<file path="config.mk">
export PLATFORM = sky130hd
export DESIGN_NAME = width_16to8
export DESIGN_NICKNAME = d
export VERILOG_FILES = /design/src/rtl/width_16to8.sv
export SDC_FILE = /design/constraint.sdc
export NUM_CORES = 1
export LEC_CHECK = 0
export BUFFER_PORTS_ARGS = -buffer_cell sky130_fd_sc_hd__buf_2
export CAP_MARGIN = 20
export CORE_UTILIZATION = 49
export DETAILED_ROUTE_END_ITERATION = 8
export PLACE_DENSITY = 0.87
export SKIP_LAST_GASP = 1
export SLEW_MARGIN = 0
export SYNTH_ARGS = -nofsm -noshare
export SYNTH_HDL_FRONTEND = slang
export SYNTH_SLANG_ARGS = --single-unit
</file>
<file path="constraint.sdc">
create_clock -name clk -period 1.3 [get_ports clk]
set_input_delay 0.39 -clock clk [delete_from_list [all_inputs] [get_ports clk]]
set_output_delay 0.39 -clock clk [all_outputs]
set_load 0.1 [all_outputs]
</file>
<file path="src/rtl/width_16to8.sv">
// Downsizing width converter: splits each IN_W-bit word into IN_W/OUT_W beats,
// with valid/ready on both sides and bubble-free streaming of back-to-back words.
module width_16to8 #(
    parameter int IN_W      = 16,
    parameter int OUT_W     = 8,
    parameter bit MSB_FIRST = 1'b1
) (
    input  logic             clk,
    input  logic             rst_n,
    input  logic             valid_in,
    output logic             ready_in,
    input  logic [IN_W-1:0]  data_in,
    output logic             valid_out,
    input  logic             ready_out,
    output logic [OUT_W-1:0] data_out,
    output logic             last_out
);
    localparam int RATIO = IN_W / OUT_W;
    localparam int CNT_W = (RATIO > 1) ? $clog2(RATIO) : 1;
    localparam logic [CNT_W-1:0] LAST_CNT = CNT_W'(RATIO - 1);

    typedef enum logic {
        IDLE = 1'b0,
        SEND = 1'b1
    } state_t;

    state_t           state;
    logic [IN_W-1:0]  sh;
    logic [CNT_W-1:0] cnt;
    logic             in_fire;
    logic             out_fire;

    assign valid_out = (state == SEND);
    assign last_out  = valid_out && (cnt == LAST_CNT);
    assign data_out  = MSB_FIRST ? sh[IN_W-1 -: OUT_W] : sh[OUT_W-1:0];
    // ready_out feeds ready_in directly so a new word can load as the last beat leaves
    assign ready_in  = !valid_out || (last_out && ready_out);
    assign in_fire   = valid_in && ready_in;
    assign out_fire  = valid_out && ready_out;

    always_ff @(posedge clk or negedge rst_n) begin
        if (!rst_n) begin
            state <= IDLE;
            sh    <= '0;
            cnt   <= '0;
        end else begin
            case (state)
                IDLE: begin
                    if (in_fire) begin
                        sh    <= data_in;
                        cnt   <= '0;
                        state <= SEND;
                    end
                end
                SEND: begin
                    if (out_fire) begin
                        if (!last_out) begin
                            cnt <= cnt + CNT_W'(1);
                            sh  <= MSB_FIRST ? (sh << OUT_W) : (sh >> OUT_W);
                        end else if (in_fire) begin
                            sh  <= data_in;
                            cnt <= '0;
                        end else begin
                            state <= IDLE;
                        end
                    end
                end
                default: state <= IDLE;
            endcase
        end
    end
endmodule

</file>
==> qor.csv <==
stage;metric;value;unit
run_status;outcome;complete, but fails checks;
run_status;violations;setup timing;
critical_path;ff2ff_path_depth;5;
critical_path;worstSetupEndpoint;last_out;
timing;worst_slew_pin_slew;0.398;ns
floorplan;std_cell_rows;15;
synth;ys.flop_type;dfrtp_1;
detailed_routing;wire_per_inst;18.2;µm
detailed_routing;vias;892;
finish;fin_nets;148;
finish;stdcell_area;1470;µm²
power;power;4310;µW
cts;clk_pin_slew_worst_paths;0.11;ns
cts;clock-root-buffer;clkbuf_4;
timing;fin_tns_setup;-1.23;ns
finish;area_delta_synth_final;52.5;%
synth;async_flop_share;1.00;
critical_path;timing.rr.end;sh[14]$_DFFE_PN0P_;
detailed_routing;drt_pass1_iterations;4;
synth;synth-edff-count;0;
grt;grt_pass1_wl;3900;µm
grt;grt_max_degree;19;
synth;yosysWarningCount;0;
hold_path;hp-class;primary input to register;
timing;skew;0.00481;ns
finish;diodes;0;
timing;hold_slack;0.289;ns
synth;yosysTopAreaCell;dfrtp_1;
detailed_routing;wirelength;2770;µm
synth;yosys.cell_types.count;23;
cts;cts_made_buffers;3;
grt;antenna_found_initial;0;
detailed_routing;post_drt_via_cell_ratio;5.87;
synth;synthTopCellsByCount;dfrtp_1 (18), buf_4 (9), a21oi_1 (8), a22o_1 (8), nand2b_1 (8);
flow_run;maxCapViolations;0;
critical_path;critPathRequiredTime;0.91;ns
synth;yosysMostFrequentCell;dfrtp_1;
detailed_routing;ant_nets;0;
grt;grt_remaining_overflow;0;
critical_path;worstSetupStartpoint;valid_out$_DFF_PN0_;
timing;setup_violations;18;
timing;fin_crit_sh;1.20;
synth;yosys.area.top_type_share;0.469;
critical_path;reg2reg_slack;-0.13;ns
cts;htree_levels;1;
floorplan;die_area;2140;µm²
synth;seq_area_frac_synth;0.469;
synth;avgSynthCellArea;11.4;µm²
timing;hold_violations;0;
cts;cts.sinks;18;
placement;io_buffers;30;
cts;cts_tree;done;
critical_path;r2r-start;valid_out$_DFF_PN0_;
placement;placed_area;1270;µm²
timing;report.final.slew_viol_count;0;
grt;track_usage;0.273;
power;p_leak;0.000683;µW
detailed_routing;dr.first_iter.drc_count;18;
critical_path;crit_fanout;5;
placement;detailed_place_hpwl;1580;µm
synth;synthesis.area;961;µm²
timing;rsz0062_at_grt;yes;
critical_path;worstSetupPathType;register to output port;
finish;drive_above_1_share;0.528;
synth;synth_fp_nets;104;
placement;pre_cts_slack;0.00430;ns
floorplan;die_x;46.3;µm
power;p_per_area;2940;nW/µm²
timing;clock.fmax;641;MHz
floorplan;coreArea;1780;µm²
critical_path;critPathLaunchType;register;
finish;num-fill-cells;110;
critical_path;worstPathArrival;1.17;ns
floorplan;die_h;46.3;µm
cts;clock_latency;0.31;ns
synth;synth_seq_cells;18;
cts;ctsLongestPathBuffers;2;
grt;grt_pass1_vias;857;
timing;post-route-min-period;1.56;ns
floorplan;start_util;0.539;
floorplan;io_pins;31;
detailed_routing;drc_errors;0;
critical_path;crit_path_end_kind;output port;
placement;gp_congestion;0.850;
power;peakVddDrop;2.79;mV
synth;syn_inst;84;
synth;yosys-top-cells-area;dfrtp_1 (47%), a221o_1 (7.3%), a22o_1 (7.3%);
timing;finalWorstSetupSlack;-0.260;ns
timing;maxSlewHeadroom;0.735;
[layout make-up]
class                           count  area [µm²]  area share
Timing Repair Buffer               51         483       0.330
Sequential cell                    18         455       0.311
Multi-Input combinational cell     51         443       0.302
Clock buffer                        4        36.3      0.0248
Tap cell                           25        31.3      0.0213
Inverter                            3        16.3      0.0111
[state kept, by name, summed over array words and instances (netlist names)]
signal / flops
cnt: 1
valid_out: 1
sh: 16
[through the flow]
step / instances / utilization
after floorplan: 84 / -
after global placement: 132 / 0.714
after detailed placement: 132 / 0.714
after CTS: 146 / 0.782
after global routing: 152 / 0.822
final: 152 / 0.822
[per-layer routing]
layer	track usage	share of wire	vias up	wire [µm]
met5	0	0	-	0
met4	0.224	0.051	0	141
met3	0.0588	0.047	15	129
met2	0.431	0.50	41	1400
met1	0.314	0.40	449	1100
li1	-	-	387	-
[worst min path at each step]
| stage | depth (start not counted) | to | from |
|---|---|---|---|
| 2_1_floorplan | 0 | cnt$_DFFE_PN0P_ | rst_n |
| 3_3_place_gp | 1 | sh[15]$_DFFE_PN0P_ | rst_n |
| 3_5_place_dp | 1 | cnt$_DFFE_PN0P_ | rst_n |
| 4_1_cts | 1 | sh[4]$_DFFE_PN0P_ | rst_n |
| 5_1_grt | 2 | sh[2]$_DFFE_PN0P_ | data_in[2] |
| 6_report | 2 | sh[2]$_DFFE_PN0P_ | data_in[2] |
[layout by cell type (no fill, tap or decap), types with 2 or more instances in the layout]
cell type	netlist	layout
buf_6	2	2
a22o_1	8	8
nand2b_1	8	8
clkbuf_4	0	3
dfrtp_1	18	16
nand3b_1	7	7
buf_12	0	11
o22ai_4	1	2
inv_1	2	2
nand2_4	1	2
nor2_4	0	2
a21oi_1	8	7
buf_2	2	19
a221o_1	7	7
buf_4	9	18
[repair_timing]
action | in CTS | in global routing
gates cloned | 0 | 1
pin swaps | 0 | 3
resized for setup | 3 | 4
setup endpoints to repair | 11 | 27
hold buffers | 0 | 1
buffers inserted | 10 | 4
hold endpoints to repair | 0 | 4
[critical path, stage by stage (launching register included)]
cell     delay, ns
dfrtp_4       0.57
inv_6         0.09
nor2_4        0.04
buf_12        0.16
[power breakdown]
group          internal (µW)  switching [µW]  leakage, µW
clock network            172             195    0.0000210
registers                784             235     0.000222
logic                   1210            1720     0.000439
total                   2170            2150     0.000683
[cell families (layout without fill, tap and decap cells)]
kind of cell / after synthesis / in the layout / share of synthesized area
buffers and inverters: 16 / 58 / 0.116
flip-flops: 18 / 18 / 0.469
AND/OR/NAND/NOR: 22 / 22 / 0.156
XOR/XNOR: 1 / 1 / 0.00912
AO/OA/AOI/OAI: 27 / 28 / 0.250
Power figures use the tool's default switching activity.
